<file path="config.mk">
export PLATFORM = sky130hd
export DESIGN_NAME = debug_loader
export DESIGN_NICKNAME = d
export VERILOG_FILES = /design/src/rtl/debug_loader_pkg.sv /design/src/rtl/debug_loader_byte_assembler.sv /design/src/rtl/debug_loader.sv
export SDC_FILE = /design/constraint.sdc
export NUM_CORES = 1
export LEC_CHECK = 0
export CAP_MARGIN = 5
export CORE_UTILIZATION = 45
export CTS_CLUSTER_DIAMETER = 100
export DETAILED_ROUTE_END_ITERATION = 7
export PLACE_DENSITY_LB_ADDON = 0.25
export SLEW_MARGIN = 30
export SYNTH_ARGS = -nofsm -noshare
export SYNTH_HDL_FRONTEND = slang
export SYNTH_SLANG_ARGS = --single-unit
</file>
<file path="constraint.sdc">
create_clock -name i_clk -period 4.32 [get_ports i_clk]
set_clock_uncertainty 0.1 [all_clocks]
set_input_delay 1.296 -clock i_clk [delete_from_list [all_inputs] [get_ports i_clk]]
set_output_delay 1.296 -clock i_clk [all_outputs]
set_load 0.05 [all_outputs]
</file>
<file path="src/rtl/debug_loader_pkg.sv">
// Shared constants for the UART program loader: host command bytes, the
// end-of-program word and the 3-bit controller state encoding.
package debug_loader_pkg;

    localparam logic [7:0] CMD_LOAD = 8'h4C;
    localparam logic [7:0] CMD_RUN  = 8'h52;
    localparam logic [7:0] CMD_STEP = 8'h53;

    localparam logic [31:0] HALT_WORD = 32'hFFFF_FFFF;

    typedef logic [2:0] state_t;

    localparam state_t ST_IDLE       = 3'd0;
    localparam state_t ST_LOAD_BYTE  = 3'd1;
    localparam state_t ST_LOAD_WRITE = 3'd2;
    localparam state_t ST_RUN        = 3'd3;
    localparam state_t ST_STEP       = 3'd4;
    localparam state_t ST_SEND_PC    = 3'd5;
    localparam state_t ST_WAIT_TX    = 3'd6;

endpackage

</file>
<file path="src/rtl/debug_loader_byte_assembler.sv">
// Packs received bytes MSB-first into a word; word_ready_o pulses with the
// final byte, and word_o holds the complete word from the following cycle.
module debug_loader_byte_assembler #(
    parameter int NBITS = 32,
    parameter int DBITS = 8
) (
    input  logic             clk_i,
    input  logic             rst_i,
    input  logic [DBITS-1:0] byte_i,
    input  logic             valid_i,
    input  logic             clear_i,
    output logic [NBITS-1:0] word_o,
    output logic             word_ready_o
);

    localparam int NB = NBITS / DBITS;
    localparam int CW = (NB > 1) ? $clog2(NB) : 1;

    logic [NBITS-1:0] word_q, word_d;
    logic [CW-1:0]    cnt_q, cnt_d;

    always_comb begin
        word_d       = word_q;
        cnt_d        = cnt_q;
        word_ready_o = 1'b0;
        if (clear_i) begin
            word_d = '0;
            cnt_d  = '0;
        end else if (valid_i) begin
            word_d = {word_q[NBITS-DBITS-1:0], byte_i};
            if (cnt_q == CW'(NB - 1)) begin
                word_ready_o = 1'b1;
                cnt_d        = '0;
            end else begin
                cnt_d = cnt_q + 1'b1;
            end
        end
    end

    always_ff @(posedge clk_i or posedge rst_i) begin
        if (rst_i) begin
            word_q <= '0;
            cnt_q  <= '0;
        end else begin
            word_q <= word_d;
            cnt_q  <= cnt_d;
        end
    end

    assign word_o = word_q;

endmodule

</file>
<file path="src/rtl/debug_loader.sv">
// UART program loader and run/step controller in front of the datapath.
// state      | meaning
// IDLE       | waiting for a command byte
// LOAD_BYTE  | collecting instruction bytes
// LOAD_WRITE | one-cycle instruction memory write
// RUN        | datapath enabled until HALT retires
// STEP       | datapath enabled for one cycle
// SEND_PC    | present one PC byte, pulse tx start
// WAIT_TX    | hold the byte until the transmitter is done
module debug_loader
    import debug_loader_pkg::*;
#(
    parameter int NBITS    = 32,
    parameter int MEM_SIZE = 1024,
    parameter int DBITS    = 8
) (
    input  logic             i_clk,
    input  logic             i_rst,
    input  logic [DBITS-1:0] i_rx_data,
    input  logic             i_rx_valid,
    output logic [DBITS-1:0] o_tx_data,
    output logic             o_tx_start,
    input  logic             i_tx_done,
    output logic             o_imem_we,
    output logic [NBITS-1:0] o_imem_addr,
    output logic [NBITS-1:0] o_imem_data,
    output logic             o_dp_enable,
    output logic             o_dp_rst,
    input  logic [NBITS-1:0] i_pc,
    input  logic             i_halt,
    output logic             o_loaded
);

    localparam int NB = NBITS / DBITS;
    localparam int CW = (NB > 1) ? $clog2(NB) : 1;
    localparam logic [NBITS-1:0] ADDR_LIMIT = NBITS'(MEM_SIZE);

    state_t           state_q, state_d;
    logic [NBITS-1:0] addr_q, addr_d;
    logic [NBITS-1:0] pc_q, pc_d;
    logic [CW-1:0]    tx_idx_q, tx_idx_d;
    logic             loaded_q, loaded_d;
    logic             dp_rst_q, dp_rst_d;

    logic [NBITS-1:0] asm_word;
    logic             asm_ready;
    logic             asm_valid;
    logic             asm_clear;

    logic             is_load, is_run, is_step;
    logic             load_accept;
    logic             word_is_halt;
    logic             addr_in_range;
    logic             last_byte;
    logic [NBITS-1:0] tx_shift;

    assign is_load       = i_rx_valid && (i_rx_data == DBITS'(CMD_LOAD));
    assign is_run        = i_rx_valid && (i_rx_data == DBITS'(CMD_RUN));
    assign is_step       = i_rx_valid && (i_rx_data == DBITS'(CMD_STEP));
    assign load_accept   = (state_q == ST_IDLE) && is_load;
    assign word_is_halt  = (asm_word == NBITS'(HALT_WORD));
    assign addr_in_range = (addr_q < ADDR_LIMIT);
    assign last_byte     = (tx_idx_q == CW'(NB - 1));
    assign tx_shift      = pc_q << (DBITS * tx_idx_q);

    // Bytes only reach the assembler while a load is collecting them.
    assign asm_valid = (state_q == ST_LOAD_BYTE) && i_rx_valid;
    assign asm_clear = load_accept;

    debug_loader_byte_assembler #(
        .NBITS (NBITS),
        .DBITS (DBITS)
    ) u_byte_assembler (
        .clk_i        (i_clk),
        .rst_i        (i_rst),
        .byte_i       (i_rx_data),
        .valid_i      (asm_valid),
        .clear_i      (asm_clear),
        .word_o       (asm_word),
        .word_ready_o (asm_ready)
    );

    always_ff @(posedge i_clk or posedge i_rst) begin
        if (i_rst) begin
            state_q <= ST_IDLE;
        end else begin
            state_q <= state_d;
        end
    end

    always_comb begin
        state_d = state_q;
        case (state_q)
            ST_IDLE: begin
                if (is_load) begin
                    state_d = ST_LOAD_BYTE;
                end else if (is_run && loaded_q) begin
                    state_d = ST_RUN;
                end else if (is_step && loaded_q) begin
                    state_d = ST_STEP;
                end
            end
            ST_LOAD_BYTE: begin
                if (asm_ready) begin
                    state_d = ST_LOAD_WRITE;
                end
            end
            ST_LOAD_WRITE: state_d = word_is_halt ? ST_IDLE : ST_LOAD_BYTE;
            ST_RUN: begin
                if (i_halt) begin
                    state_d = ST_SEND_PC;
                end
            end
            ST_STEP:    state_d = ST_SEND_PC;
            ST_SEND_PC: state_d = ST_WAIT_TX;
            ST_WAIT_TX: begin
                if (i_tx_done) begin
                    state_d = last_byte ? ST_IDLE : ST_SEND_PC;
                end
            end
            default: state_d = ST_IDLE;
        endcase
    end

    always_comb begin
        o_imem_we   = 1'b0;
        o_imem_addr = addr_q;
        o_imem_data = '0;
        o_dp_enable = 1'b0;
        o_tx_start  = 1'b0;
        o_tx_data   = '0;
        case (state_q)
            ST_LOAD_WRITE: begin
                o_imem_we   = addr_in_range;
                o_imem_data = asm_word;
            end
            ST_RUN, ST_STEP: o_dp_enable = 1'b1;
            ST_SEND_PC: begin
                o_tx_start = 1'b1;
                o_tx_data  = tx_shift[NBITS-1 -: DBITS];
            end
            ST_WAIT_TX: o_tx_data = tx_shift[NBITS-1 -: DBITS];
            default: ;
        endcase
    end

    assign o_dp_rst = dp_rst_q;
    assign o_loaded = loaded_q;

    always_comb begin
        addr_d   = addr_q;
        loaded_d = loaded_q;
        dp_rst_d = 1'b0;
        pc_d     = pc_q;
        tx_idx_d = tx_idx_q;
        if (load_accept) begin
            addr_d   = '0;
            loaded_d = 1'b0;
            dp_rst_d = 1'b1;
        end
        if (state_q == ST_LOAD_WRITE) begin
            // Past the end of memory the address parks at MEM_SIZE.
            if (addr_in_range) begin
                addr_d = addr_q + 1'b1;
            end
            if (word_is_halt) begin
                loaded_d = 1'b1;
            end
        end
        if (((state_q == ST_RUN) && i_halt) || (state_q == ST_STEP)) begin
            pc_d     = i_pc;
            tx_idx_d = '0;
        end
        if ((state_q == ST_WAIT_TX) && i_tx_done) begin
            tx_idx_d = tx_idx_q + 1'b1;
        end
    end

    always_ff @(posedge i_clk or posedge i_rst) begin
        if (i_rst) begin
            addr_q   <= '0;
            loaded_q <= 1'b0;
            dp_rst_q <= 1'b0;
            pc_q     <= '0;
            tx_idx_q <= '0;
        end else begin
            addr_q   <= addr_d;
            loaded_q <= loaded_d;
            dp_rst_q <= dp_rst_d;
            pc_q     <= pc_d;
            tx_idx_q <= tx_idx_d;
        end
    end

endmodule

</file>
==> run summary, run 1 <==
CTS
• number of buffers on the longest clock path: 2
• clock tree from TritonCTS: built
• latest clock arrival within the worst-skew pair: 0.37 ns
• clock edge transition at the registers on the reported setup and hold paths: 0.10 ns
• CTS sink count: 105
• number of CTS-inserted buffers: 9
• cts-stage hold buffer count: 0
• buffers inserted by post-CTS timing repair: 0
• post-cts sizing count: 0
• cell at the root of the clock tree: sky130_fd_sc_hd__clkbuf_8
• level count of the clock H-tree: 3

Global routing
• global-route wire length before repair: 18.30 mm
• maximum number of pins on one net before global-route repair: 70
• combined global-route utilization of all metal layers: 20.32%
• GRT overflow: 0
• number of global-route vias before repair: 3,695
• initial antenna violation count: 0

STA
• crit share post-route: 91.26%
• fmax: 253.6 MHz
• max-slew violation count: 0
• post-route setup TNS: 0 ns
• max-slew headroom at the worst pin: 53.63%
• transition time of the tightest slew-check pin: 0.6909 ns
• setup repair after global routing missed its margin: no
• final hold violation count: 0
• # setup viols final: 0
• tightest hold margin: 0.4123 ns
• Final min period: 3.942 ns

Critical path
• Setup Crit Path Kind: reg2out
• kind of end point of the critical path: output port
• Arrival @ worst endpoint: 2.55 ns
• startpoint kind of the worst setup timing path: flip-flop
• maximum fanout count along the critical path: 10
• highest-delay cell along the critical path: sky130_fd_sc_hd__clkdlybuf4s50_1
• ordered cell list for the critical path: mux4_2 > nor2b_1 > clkdlybuf4s50_1
• longest individual stage delay on the worst path: 0.73 ns
• Req. time, crit path: 2.92 ns

Placement
• count of port buffers added during placement: 121
• placed instance area: 0.006274 mm2
• estimated wirelength of the detail-placed design: 7.905 mm
• Routability Congestion: 0.9701

Route
• DR vias: 3,874
• total routed wirelength: 11.01 mm
• number of DRC markers in iteration 0: 281
• residual antenna-violating net count after detailed routing: 0
• number of vias per cell after detailed routing: 5.373
• post-DR wirelength/cell: 15.27 um
• number of detailed-routing iterations run before antenna repair: 4
• count of unresolved DRC violations after routing: 0

Synth
• most instantiated flip-flop cell in the synthesis netlist: sky130_fd_sc_hd__dfrtp_1
• synthesized instance count: 467
• warnings from Yosys: 0
• part of the Yosys area used for sequential elements: 52.71%
• flop and latch count out of synthesis: 105
• count of distinct cell types in the synthesized netlist: 50
• nets in the synthesized netlist: 515
• fraction of synthesis flops using an asynchronous set or reset pin: 100.0%
• per-instance average area after synthesis: 10.67 um2
• Syn Std Cell Area: 0.004985 mm2
• number of enable flip-flop cells after synthesis: 0

Floorplanning
• Std-Cell Core Area: 0.01079 mm2
• I/O pin total: 122
• FP Rows: 38
• die area: 0.01150 mm2
• die width: 107.3 um
• effective utilization at floorplan: 46.19%
• die span in y: 107.3 um

Cells and area
• Filler cells: 944
• fin nets: 624
• final standard cell area without fillers: 0.006451 mm2
• fraction of layout cells with a size suffix above 1: 12.39%
• number of antenna cells inserted: 0
• Synth-to-Final Area Change: 29.42%

Run status
• result of the run: finished, final reports clean

Worst hold path
• min-delay worst type: reg2reg

Power
• leakage power: 0.002691 uW
• pwr dens: 289.7 mW/mm2
• IR drop worst, VDD: 186.3 uV

Flow run
• number of max-cap violations: 0

==> critical path, delay by kind of cell (launching register included) <==
family | cells | cell delay [ns]
mux | 1 | 0.58
buf+inv | 1 | 0.73
simple gates | 1 | 0.15
flops | 1 | 0.72
==> path summary, 6_finish.rpt <==
| kind | from | endpoint | slack (ns) | cells after the start |
|---|---|---|---|---|
| max | tx_idx_q[0]$_DFFE_PP0P_ | o_tx_data[0] | 0.38 | 3 |
| min | pc_q[3]$_DFFE_PP0P_ | pc_q[3]$_DFFE_PP0P_ | 0.41 | 1 |
| max reg2reg | o_imem_addr[24]$_DFF_PP0_ | o_imem_addr[3]$_DFF_PP0_ | 1.95 | 4 |
| min reg2reg | pc_q[3]$_DFFE_PP0P_ | pc_q[3]$_DFFE_PP0P_ | 0.41 | 1 |
| max in group asynchronous | i_rst | u_byte_assembler.word_o[12]$_DFFE_PP0P_ | 2.19 | 3 |
| min in group asynchronous | i_rst | pc_q[6]$_DFFE_PP0P_ | 1.20 | 2 |
==> power breakdown <==
part	internal, uW	switching (uW)
Clock	218	335
Combinational	129	78.6
Sequential	1060	50.1
Total	1400	464
==> Yosys cell counts (3+ instances only) <==
cell                         n  share of area, %
sky130_fd_sc_hd__mux4_2      8               3.6
sky130_fd_sc_hd__buf_4       3              0.45
sky130_fd_sc_hd__o31ai_1     4              0.60
sky130_fd_sc_hd__nor3_1      4              0.40
sky130_fd_sc_hd__mux2_2     33               7.5
sky130_fd_sc_hd__nor2_1     12              0.90
sky130_fd_sc_hd__clkbuf_1   17               1.3
sky130_fd_sc_hd__inv_1       4              0.30
sky130_fd_sc_hd__nand3_1    13               1.3
sky130_fd_sc_hd__nand4_1    11               1.4
sky130_fd_sc_hd__nor4_1      6              0.75
sky130_fd_sc_hd__a22o_1      3              0.53
sky130_fd_sc_hd__mux2i_1     4              0.80
sky130_fd_sc_hd__and3_1      5              0.63
sky130_fd_sc_hd__ha_1        3              0.75
sky130_fd_sc_hd__buf_2       5              0.50
sky130_fd_sc_hd__nand2_1    75               5.6
sky130_fd_sc_hd__or4_1       5              0.75
sky130_fd_sc_hd__nor2b_1    12               1.5
sky130_fd_sc_hd__buf_6       3              0.68
sky130_fd_sc_hd__and2_1     54               6.8
sky130_fd_sc_hd__a21oi_1    39               3.9
sky130_fd_sc_hd__dfrtp_1   105                53
sky130_fd_sc_hd__o21ai_0     7              0.70
==> area by class of cell <==
| type | instances | area, um2 | share of cell area (%) |
|---|---|---|---|
| Sequential cell | 105 | 2628 | 40.73 |
| Inverter | 5 | 21.27 | 0.3297 |
| Timing Repair Buffer | 128 | 1274 | 19.74 |
| Clock inverter | 6 | 50.05 | 0.7758 |
| Multi-Input combinational cell | 327 | 2176 | 33.73 |
| Clock buffer | 10 | 127.6 | 1.978 |
| Tap cell | 140 | 175.2 | 2.715 |
==> state kept, by name (all words and copies together), names as in the netlist <==
| name | flops |
|---|---|
| o_loaded | 1 |
| u_byte_assembler.cnt_q | 2 |
| state_q | 3 |
| u_byte_assembler.word_o | 32 |
| o_imem_addr | 32 |
| pc_q | 32 |
| o_dp_rst | 1 |
| tx_idx_q | 2 |
==> layout by cell type (no fill, tap or decap), drive strengths merged, types with 4 or more instances in the layout <==
master,count
nor2,12
and2,55
or4,6
nand3,14
nor4,6
clkdlybuf4s50,120
mux2i,4
a21oi,40
nand2,75
nor3,4
buf,8
nor2b,12
and3,5
o21ai,7
nand4,11
o31ai,4
mux4,8
clkbuf,10
dfrtp,105
mux2,33
inv,8
==> routing by layer <==
metal,part of all wire (%),vias up,track usage (%)
met2,48,118,31.84
met5,0,-,0
met3,6.0,12,4.479
met4,1.2,0,6.751
met1,45,1895,28.09
li1,-,1849,-
==> cells by family (layout without fill, tap and decap cells) <==
logic type	count (synthesis)	in the layout	synth area share, %
flip-flops	105	105	52.71
adder cells (fa/ha/maj)	3	3	0.7531
multiplexers	45	45	11.87
AO/OA/AOI/OAI	66	66	7.907
AND/OR/NAND/NOR	213	213	23.12
buffers and inverters	35	149	3.639
==> per-stage QoR <==
step | power (uW) | utilization, % | instances | worst slack [ns]
global placement | 1327 | 58.13 | 705 | 0.6229
CTS | 1894 | 59.77 | 721 | 0.03021
global route | 1961 | 59.77 | 721 | 0.1990
floorplan | 1246 | - | 467 | 0.1635
detailed placement | 1336 | 58.13 | 705 | 0.4502
finish | 1869 | 59.77 | 721 | 0.3776
(Power assumes the default switching activity.)
==> run 2, diff against run 1 <==
==> constraint.sdc (replaced) <==
create_clock -name i_clk -period 4.32 [get_ports i_clk]
set_clock_uncertainty 0.1 [all_clocks]
set_input_delay 1.08 -clock i_clk [delete_from_list [all_inputs] [get_ports i_clk]]
set_output_delay 1.08 -clock i_clk [all_outputs]
set_load 0.05 [all_outputs]
==> run summary, run 2 (same netlist as run 1, synthesis figures left out) <==
Run status
• result of the run: finished, final reports clean

STA
• Final min period: 3.969 ns, +0.02662 ns
• transition time of the tightest slew-check pin: 0.8057 ns, +0.1148 ns
• final hold violation count: 0, unchanged
• # setup viols final: 0, unchanged
• post-route setup TNS: 0 ns, unchanged
• max-slew violation count: 0, unchanged
• setup repair after global routing missed its margin: no
• crit share post-route: 91.88%, +0.62 points
• max-slew headroom at the worst pin: 46.29%, -7.3 points
• fmax: 251.9 MHz, -0.67%

Global routing
• GRT overflow: 0, unchanged
• maximum number of pins on one net before global-route repair: 65, -7.1%
• number of global-route vias before repair: 3,713, +0.49%
• global-route wire length before repair: 18.13 mm, -0.90%
• initial antenna violation count: 0, unchanged
• combined global-route utilization of all metal layers: 20.02%, -0.30 points

Floorplanning
• die span in y: 107.3 um, unchanged
• effective utilization at floorplan: 46.19%, unchanged
• die width: 107.3 um, unchanged
• Std-Cell Core Area: 0.01079 mm2, unchanged
• FP Rows: 38, unchanged
• die area: 0.01150 mm2, unchanged
• I/O pin total: 122, unchanged

Cells and area
• most frequent cells in the layout: sky130_fd_sc_hd__clkdlybuf4s50_1, sky130_fd_sc_hd__dfrtp_1, sky130_fd_sc_hd__nand2_1, sky130_fd_sc_hd__and2_1, sky130_fd_sc_hd__a21oi_1
• number of antenna cells inserted: 0, unchanged
• most common cell after layout, fill and taps aside: sky130_fd_sc_hd__clkdlybuf4s50_1
• fraction of layout cells with a size suffix above 1: 12.20%, -0.19 points
• Synth-to-Final Area Change: 30.22%
• Filler cells: 935, -0.95%
• final standard cell count with taps included and fillers excluded: 722, +0.14%
• storage element area: 0.002628 mm2, unchanged
• combined area of the multi-input logic cells: 0.002176 mm2, unchanged
• fin nets: 625, +0.16%

CTS
• cell at the root of the clock tree: sky130_fd_sc_hd__clkbuf_8
• clock tree from TritonCTS: built
• number of buffers on the longest clock path: 2, unchanged
• number of CTS-inserted buffers: 9, unchanged
• level count of the clock H-tree: 3, unchanged
• CTS sink count: 105, unchanged
• cts-stage hold buffer count: 0, unchanged
• buffers inserted by post-CTS timing repair: 0, unchanged
• clock edge transition at the registers on the reported setup and hold paths: 0.09 ns, about the same
• post-cts sizing count: 0, unchanged
• latest clock arrival within the worst-skew pair: 0.36 ns, about the same

Placement
• Routability Congestion: 0.9403, -3.1%
• count of port buffers added during placement: 121, unchanged
• estimated wirelength of the detail-placed design: 7.973 mm, +0.87%
• total instance count after detailed placement: 706, +0.14%

Critical path
• Req. time, crit path: 3.14 ns, +0.22 ns
• kind of end point of the critical path: output port
• worst-case reg-to-reg path depth: 4, unchanged
• reg-to-reg critical path endpoint: pc_q[28]$_DFFE_PP0P_
• launching instance or port of the critical path: state_q[1]$_DFFE_PP0P_
• source of the worst register-to-register timing path: state_q[0]$_DFFE_PP0P_
• maximum fanout count along the critical path: 14, +4
• Critical Path End: o_imem_we
• Arrival @ worst endpoint: 2.79 ns, +0.24 ns
• minimum setup slack among reg-to-reg paths: 2.05 ns, +0.10 ns
• startpoint kind of the worst setup timing path: flip-flop
• Setup Crit Path Kind: reg2out

Flow run
• number of max-cap violations: 0, unchanged

Route
• DR vias: 3,835, -1.0%
• count of unresolved DRC violations after routing: 0, unchanged
• residual antenna-violating net count after detailed routing: 0, unchanged
• number of vias per cell after detailed routing: 5.312, -1.1%
• total routed wirelength: 11.01 mm, about the same
• number of detailed-routing iterations run before antenna repair: 6, +2
• number of DRC markers in iteration 0: 287, +2.1%
• post-DR wirelength/cell: 15.25 um, -0.12%

Power
• IR drop worst, VDD: 232.2 uV, +25%
• pwr dens: 298.2 mW/mm2, +2.9%
• leakage power: 0.002712 uW, +0.78%

Worst hold path
• min-delay worst type: reg2reg

## run 2: how the worst min path moves through the flow
stage	startpoint	end	slack [ns]	cells past startpoint
floorplan	pc_q[10]$_DFFE_PP0P_	pc_q[10]$_DFFE_PP0P_	0.38	1
global placement	pc_q[14]$_DFFE_PP0P_	pc_q[14]$_DFFE_PP0P_	0.39	1
detailed placement	pc_q[14]$_DFFE_PP0P_	pc_q[14]$_DFFE_PP0P_	0.39	1
CTS	pc_q[14]$_DFFE_PP0P_	pc_q[14]$_DFFE_PP0P_	0.41	1
global route	pc_q[8]$_DFFE_PP0P_	pc_q[8]$_DFFE_PP0P_	0.43	1
finish	pc_q[14]$_DFFE_PP0P_	pc_q[14]$_DFFE_PP0P_	0.41	1
## run 2: final cells by class
class / instances / area share, %
flip-flops and latches: 105 / 40.48
clock inverters: 2 / 0.5397
multi-input cells: 327 / 33.52
inverters: 5 / 0.3277
clock buffers: 14 / 2.660
repair buffers: 129 / 19.78
well taps: 140 / 2.699
## run 2: through the flow
step           setup slack, ns  util, %  cell area, um2  hold slack (ns)  power (uW)
2_1_floorplan           0.3795        -            4985           0.3751        1246
3_3_place_gp            0.8343    58.22            6284           0.3858        1326
3_5_place_dp            0.7321    58.22            6284           0.3934        1338
4_1_cts                 0.3205    60.14            6491           0.4139        1965
5_1_grt                 0.1860    60.14            6491           0.4315        2026
6_report                0.3509    60.14            6491           0.4072        1936
## run 2: layer usage
layer / global-route usage (%) / share of wire (%) / vias up / routed length, um
met4: 8.023 / 2.0 / 0 / 218
met1: 26.67 / 44 / 1838 / 4878
met2: 31.84 / 47 / 124 / 5193
li1: - / - / 1854 / -
met5: 0 / 0 / - / 0
met3: 4.419 / 6.6 / 19 / 723
## run 2: critical path: stages, from the launching register on
cell and delay [ns]:
sky130_fd_sc_hd__dfrtp_1 0.60, sky130_fd_sc_hd__nor3b_4 0.43, sky130_fd_sc_hd__nand3_2 0.30, sky130_fd_sc_hd__nor2_1 0.26, sky130_fd_sc_hd__clkdlybuf4s50_1 0.84
## run 2: report_power, final
part	leakage [uW]	internal (uW)	switching (uW)	total, uW
clock	0.000107	316	306	622
combinational	0.00121	129	78.8	208
sequential	0.00140	1060	48.6	1110
total	0.00271	1500	433	1940
